### config.mk
export PLATFORM = sky130hd
export DESIGN_NAME = bus_round_robin_arbiter
export DESIGN_NICKNAME = d
export VERILOG_FILES = /design/src/rtl/bus_arb_pkg.sv /design/src/rtl/rr_pick4.sv /design/src/rtl/bus_round_robin_arbiter.sv
export SDC_FILE = /design/constraint.sdc
export NUM_CORES = 1
export LEC_CHECK = 0
export ABC_AREA = 1
export CORE_MARGIN = 5
export CORE_UTILIZATION = 40
export CTS_BUF_LIST = sky130_fd_sc_hd__clkbuf_8
export DETAILED_ROUTE_END_ITERATION = 16
export HOLD_SLACK_MARGIN = 0.12
export PLACE_DENSITY = 0.59
export SKIP_CTS_REPAIR_TIMING = 1
export SYNTH_ARGS = -nofsm -noshare
export SYNTH_HDL_FRONTEND = slang
export SYNTH_SLANG_ARGS = --single-unit
### constraint.sdc
create_clock -name clk -period 1.9 [get_ports clk]
set_input_delay 0.38 -clock clk [delete_from_list [all_inputs] [get_ports clk]]
set_output_delay 0.38 -clock clk [all_outputs]
set_load 0.005 [all_outputs]
### src/rtl/bus_arb_pkg.sv
// Shared definitions for the four-master bus arbiter: FSM encoding,
// master count and index width.
package bus_arb_pkg;

    localparam int ARB_MASTERS = 4;
    localparam int MIDX_W      = 2;

    localparam logic [1:0] ARB_IDLE   = 2'd0;
    localparam logic [1:0] ARB_GRANT  = 2'd1;
    localparam logic [1:0] ARB_BUSY   = 2'd2;
    localparam logic [1:0] ARB_REVOKE = 2'd3;

    typedef enum logic [1:0] {
        S_IDLE   = ARB_IDLE,
        S_GRANT  = ARB_GRANT,
        S_BUSY   = ARB_BUSY,
        S_REVOKE = ARB_REVOKE
    } arb_state_t;

    function automatic logic [ARB_MASTERS-1:0] idx_mask(input logic [MIDX_W-1:0] idx);
        return {{(ARB_MASTERS-1){1'b0}}, 1'b1} << idx;
    endfunction

endpackage

### src/rtl/rr_pick4.sv
// Combinational round-robin picker: first eligible requester starting at ptr,
// wrapping modulo four.
module rr_pick4 import bus_arb_pkg::*; (
    input  logic [ARB_MASTERS-1:0] req,
    input  logic [MIDX_W-1:0]      ptr,
    input  logic [ARB_MASTERS-1:0] excl,
    output logic [MIDX_W-1:0]      win,
    output logic                   found
);

    logic [ARB_MASTERS-1:0] elig;
    logic [MIDX_W-1:0]      idx;

    assign elig = req & ~excl;

    always_comb begin
        win   = '0;
        found = 1'b0;
        idx   = '0;
        for (int i = 0; i < ARB_MASTERS; i++) begin
            idx = ptr + MIDX_W'(i);
            if (!found && elig[idx]) begin
                win   = idx;
                found = 1'b1;
            end
        end
    end

endmodule

### src/rtl/bus_round_robin_arbiter.sv
// Round-robin grant generator for bus masters M0-M3 with a fairness hold
// limit and a transaction watchdog that revokes a hung owner.
module bus_round_robin_arbiter import bus_arb_pkg::*; #(
    parameter int MAX_HOLD    = 64,
    parameter int TIMEOUT_CYC = 255,
    parameter int CNT_W       = 8
) (
    input  logic                   clk,
    input  logic                   reset,
    input  logic [ARB_MASTERS-1:0] mReq_,
    input  logic                   sAs_,
    input  logic                   sRdy_,
    output logic [ARB_MASTERS-1:0] mGrnt_,
    output logic [MIDX_W-1:0]      Owner,
    output logic                   OwnerValid,
    output logic                   BusErr,
    output logic [MIDX_W-1:0]      ErrMaster
);

    localparam logic [CNT_W:0] ONE      = {{CNT_W{1'b0}}, 1'b1};
    localparam logic [CNT_W:0] HOLD_LIM = (CNT_W+1)'(MAX_HOLD);
    localparam logic [CNT_W:0] WD_LIM   = (CNT_W+1)'(TIMEOUT_CYC);

    arb_state_t             state, state_next;
    logic [MIDX_W-1:0]      ptr, ptr_next;
    logic [CNT_W-1:0]       hold_cnt, hold_next, hold_sat;
    logic [CNT_W-1:0]       wd_cnt, wd_next;
    logic [ARB_MASTERS-1:0] grnt_next;
    logic [MIDX_W-1:0]      owner_next, err_master_next;
    logic                   valid_next, err_next, take_grant;

    logic [ARB_MASTERS-1:0] req, others, excl;
    logic [MIDX_W-1:0]      win;
    logic                   found;
    logic [CNT_W:0]         hold_inc, wd_inc;
    logic                   hold_limit, wd_expire;

    assign req    = ~mReq_;
    assign others = req & ~idx_mask(Owner);
    assign excl   = (state == S_GRANT) ? idx_mask(Owner) : '0;

    // The increments include the cycle that ends at this edge, so the limits
    // trip after exactly MAX_HOLD granted cycles / TIMEOUT_CYC busy cycles.
    assign hold_inc   = {1'b0, hold_cnt} + ONE;
    assign wd_inc     = {1'b0, wd_cnt} + ONE;
    assign hold_sat   = (hold_cnt == '1) ? hold_cnt : hold_inc[CNT_W-1:0];
    assign hold_limit = (MAX_HOLD != 0) && (hold_inc >= HOLD_LIM);
    assign wd_expire  = (wd_inc >= WD_LIM);

    rr_pick4 u_pick (
        .req   (req),
        .ptr   (ptr),
        .excl  (excl),
        .win   (win),
        .found (found)
    );

    always_comb begin
        state_next      = state;
        ptr_next        = ptr;
        hold_next       = hold_sat;
        wd_next         = '0;
        grnt_next       = mGrnt_;
        owner_next      = Owner;
        valid_next      = OwnerValid;
        err_next        = 1'b0;
        err_master_next = ErrMaster;
        take_grant      = 1'b0;

        case (state)
            S_IDLE, S_REVOKE: begin
                hold_next = '0;
                if (found) begin
                    take_grant = 1'b1;
                end else begin
                    state_next = S_IDLE;
                    grnt_next  = '1;
                    valid_next = 1'b0;
                end
            end
            S_GRANT: begin
                // A started transaction outranks release and the hold limit.
                if (!sAs_ && sRdy_) begin
                    state_next = S_BUSY;
                end else if (!req[Owner] || (hold_limit && (others != '0))) begin
                    if (found) begin
                        take_grant = 1'b1;
                    end else begin
                        state_next = S_IDLE;
                        grnt_next  = '1;
                        valid_next = 1'b0;
                        hold_next  = '0;
                    end
                end
            end
            S_BUSY: begin
                if (!sRdy_) begin
                    state_next = S_GRANT;
                end else if (wd_expire) begin
                    state_next      = S_REVOKE;
                    err_next        = 1'b1;
                    err_master_next = Owner;
                    grnt_next       = '1;
                    valid_next      = 1'b0;
                    ptr_next        = Owner + 2'd1;
                    hold_next       = '0;
                end else begin
                    wd_next = wd_inc[CNT_W-1:0];
                end
            end
        endcase

        if (take_grant) begin
            state_next = S_GRANT;
            grnt_next  = ~idx_mask(win);
            owner_next = win;
            valid_next = 1'b1;
            ptr_next   = win + 2'd1;
            hold_next  = '0;
        end
    end

    always_ff @(posedge clk) begin
        if (reset) begin
            state      <= S_IDLE;
            ptr        <= '0;
            hold_cnt   <= '0;
            wd_cnt     <= '0;
            mGrnt_     <= '1;
            Owner      <= '0;
            OwnerValid <= 1'b0;
            BusErr     <= 1'b0;
            ErrMaster  <= '0;
        end else begin
            state      <= state_next;
            ptr        <= ptr_next;
            hold_cnt   <= hold_next;
            wd_cnt     <= wd_next;
            mGrnt_     <= grnt_next;
            Owner      <= owner_next;
            OwnerValid <= valid_next;
            BusErr     <= err_next;
            ErrMaster  <= err_master_next;
        end
    end

endmodule

==> impl_metrics.yaml <==
route:
  wl_per_cell_um: 12.95
  via_per_inst: 4.884
  drc: 0
  wirelength_um: 5710
  num_vias: 2154
  dr.pass1.iters: 4
  ant_nets: 0
  drtIter0Drc: 106
synthesis:
  syn-mean-instance-area_um2: 7.124
  syn_nets: 321
  async_flop_share: 0
  synth-seq-cells: 30
  synth.distinct_cells: 34
  ys_dominant_reg_cell: "dfxtp_1"
  yosys_warnings: 0
  synth_area_um2: 2187
  synth_edf_count: 0
  synth_seq_area_share: 0.2746
  synth_cells: 307
placement:
  hpwlAfterDp_um: 4029
  pre_cts_slack_ns: -0.2679
  place_congestion: 0.8897
  port_buffers: 17
clocking:
  clock_latency_ns: 0.28
  cts_tree: "yes"
  htree_levels: 2
  path_clk_slew_ns: 0.07
  cts.path.max_buffers: 2
  clock_sinks: 30
  numCtsBuffers: 5
  cts-root-buf: "clkbuf_8"
pwr:
  total_power_uw: 4200
  swShare: 0.4752
  pwr-share-clk: 0.130
  power.internal_uw: 2204
  p_sw_uw: 1996
  ir_drop_v: 0.0007598
  p_comb_frac: 0.680
  power_density_nw_per_um2: 1284
  leakage_uw: 0.001381
  seq_power_share: 0.190
timing:
  hold_violations: 0
  worst_pin_slew_ns: 0.3017
  maxSlewHeadroom: 0.7968
  tns_ns: -0.06545
  fmax_ghz: 0.5186
  rsz0062_at_grt: "yes"
  finalCriticalPeriod_ns: 1.928
  slew_violations: 0
  setup_ws_ns: -0.02832
  finClkSkew_ns: 0.005485
  timing.final.crit_share: 1.015
  setup_viol: 3
critical_path:
  worstSetupStartpointType: "input pin"
  worstPathRequired_ns: 2.07
  path_max_fanout: 4
  path_class: "input pin to flop"
  worstSetupEndpointType: "flop"
  arrival_ns: 2.10
cells_and_area:
  seq_area_um2: 619.3
  drive_gt1_frac: 0.4499
  multi_input_area_um2: 1799
  syn2layout_area_growth_pct: 49.60
  fillers: 483
  fin_nets: 382
  antenna_cells: 0
die:
  io_pins: 18
  die_w_um: 83.95
  die_h_um: 83.95
  coreArea_um2: 5405
  start_util: 0.4046
  die-area_um2: 7047
  placementRows: 27
global_routing:
  use_met2: 0.2401
  busiest_layer: "met2"
  grt_pass1_vias: 1926
  grt_use_met3: 0.02962
  grt_max_degree: 11
  grt-ovfl-total: 0
  grt_usage: 0.1506
  use_met1: 0.2035
  grt_pass1_wl_um: 8756
  antenna_found_initial: 0
run:
  cap_violations: 0
run_status:
  status: "finished, violations left"
  violations: "setup timing"
hold_path:
  hp-class: "flop to flop"
## registers in the layout, indices dropped and copies added (netlist names)
signal	flops
OwnerValid	1
state	2
ptr	2
Owner	2
mGrnt_	4
BusErr	1
hold_cnt	8
ErrMaster	2
wd_cnt	8
## power by group through the flow
stage | Combinational, µW | Clock (µW) | Sequential [µW]
global route | 3130 | 595 | 807
detailed placement | 2230 | 0 | 796
global placement | 2200 | 0 | 795
floorplan | 1600 | 0 | 773
CTS | 2230 | 562 | 783
finish | 2860 | 544 | 798
## path summary, 6_finish.rpt
| path | from | end | slack, ns | cells past startpoint |
|---|---|---|---|---|
| max | mReq_[1] | mGrnt_[1] | -0.03 | 13 |
| min | mGrnt_[0] | mGrnt_[0] | 0.48 | 2 |
| max reg2reg | state[1] | mGrnt_[1] | 0.01 | 14 |
| min reg2reg | mGrnt_[0] | mGrnt_[0] | 0.48 | 2 |
## cell usage after synthesis (6+ instances only)
cell type | number | area (µm²)
nand2_1 | 72 | 270.3
nand2_2 | 9 | 56.30
a21oi_1 | 11 | 55.05
inv_2 | 6 | 22.52
nor2_1 | 27 | 101.4
nand3_2 | 15 | 150.1
inv_1 | 32 | 120.1
o21ai_0 | 9 | 45.04
ha_1 | 6 | 75.07
nand3_1 | 38 | 190.2
dfxtp_1 | 30 | 600.6
## kinds of logic (layout without fill, tap and decap cells)
kind of cell / count (synthesis) / count (layout) / synth area share
and+or+nand+nor: 187 / 188 / 0.4639
adders and majority gates: 6 / 6 / 0.03432
buffers and inverters: 43 / 104 / 0.08581
DFF: 30 / 30 / 0.2746
xor gates and xnor gates: 7 / 7 / 0.04005
AOI/OAI and AO/OA: 34 / 34 / 0.1013
## cell usage in the layout (no fill, tap or decap), types with 13 or more instances in the layout
master / n
dfxtp_1: 21
nand3_1: 27
nand2_1: 51
nand3_4: 15
clkdlybuf4s50_1: 17
buf_4: 36
inv_1: 28
nand3_2: 13
nand2_2: 23
nor2_1: 24
## worst max-delay path, stage by stage
cell and delay, ns:
clkdlybuf4s50_1 0.42, inv_1 0.19, nand3_4 0.12, nand3_1 0.11, nand2_2 0.09, inv_2 0.09, nor2_4 0.04, nor2_4 0.21
nand2_4 0.11, nor2_4 0.12, nand2_1 0.07, nand3_2 0.08, nand3_2 0.07
## per-stage QoR
stage | cell area (µm²) | std cells | utilization | hold slack, ns
5_1_grt | 3272 | 441 | 0.6053 | 0.5170
6_report | 3272 | 441 | 0.6053 | 0.4815
3_5_place_dp | 2695 | 425 | 0.4986 | 0.4620
2_1_floorplan | 2187 | 307 | - | 0.4515
4_1_cts | 2790 | 433 | 0.5162 | 0.4785
3_3_place_gp | 2695 | 425 | 0.4986 | 0.4591
## layout make-up
type	instances	area share
multi-input cells	235	0.5499
flip-flops and latches	30	0.1893
repair buffers	58	0.1598
inverters	38	0.04436
well taps	72	0.02753
clock buffers	6	0.02524
clock inverters	2	0.003824
## layer usage
metal,vias up,share of wire
met5,-,0
met4,0,0.011
met3,6,0.032
met2,38,0.50
met1,987,0.46
li1,1123,-
No activity file was read; power rests on OpenSTA's default activity.
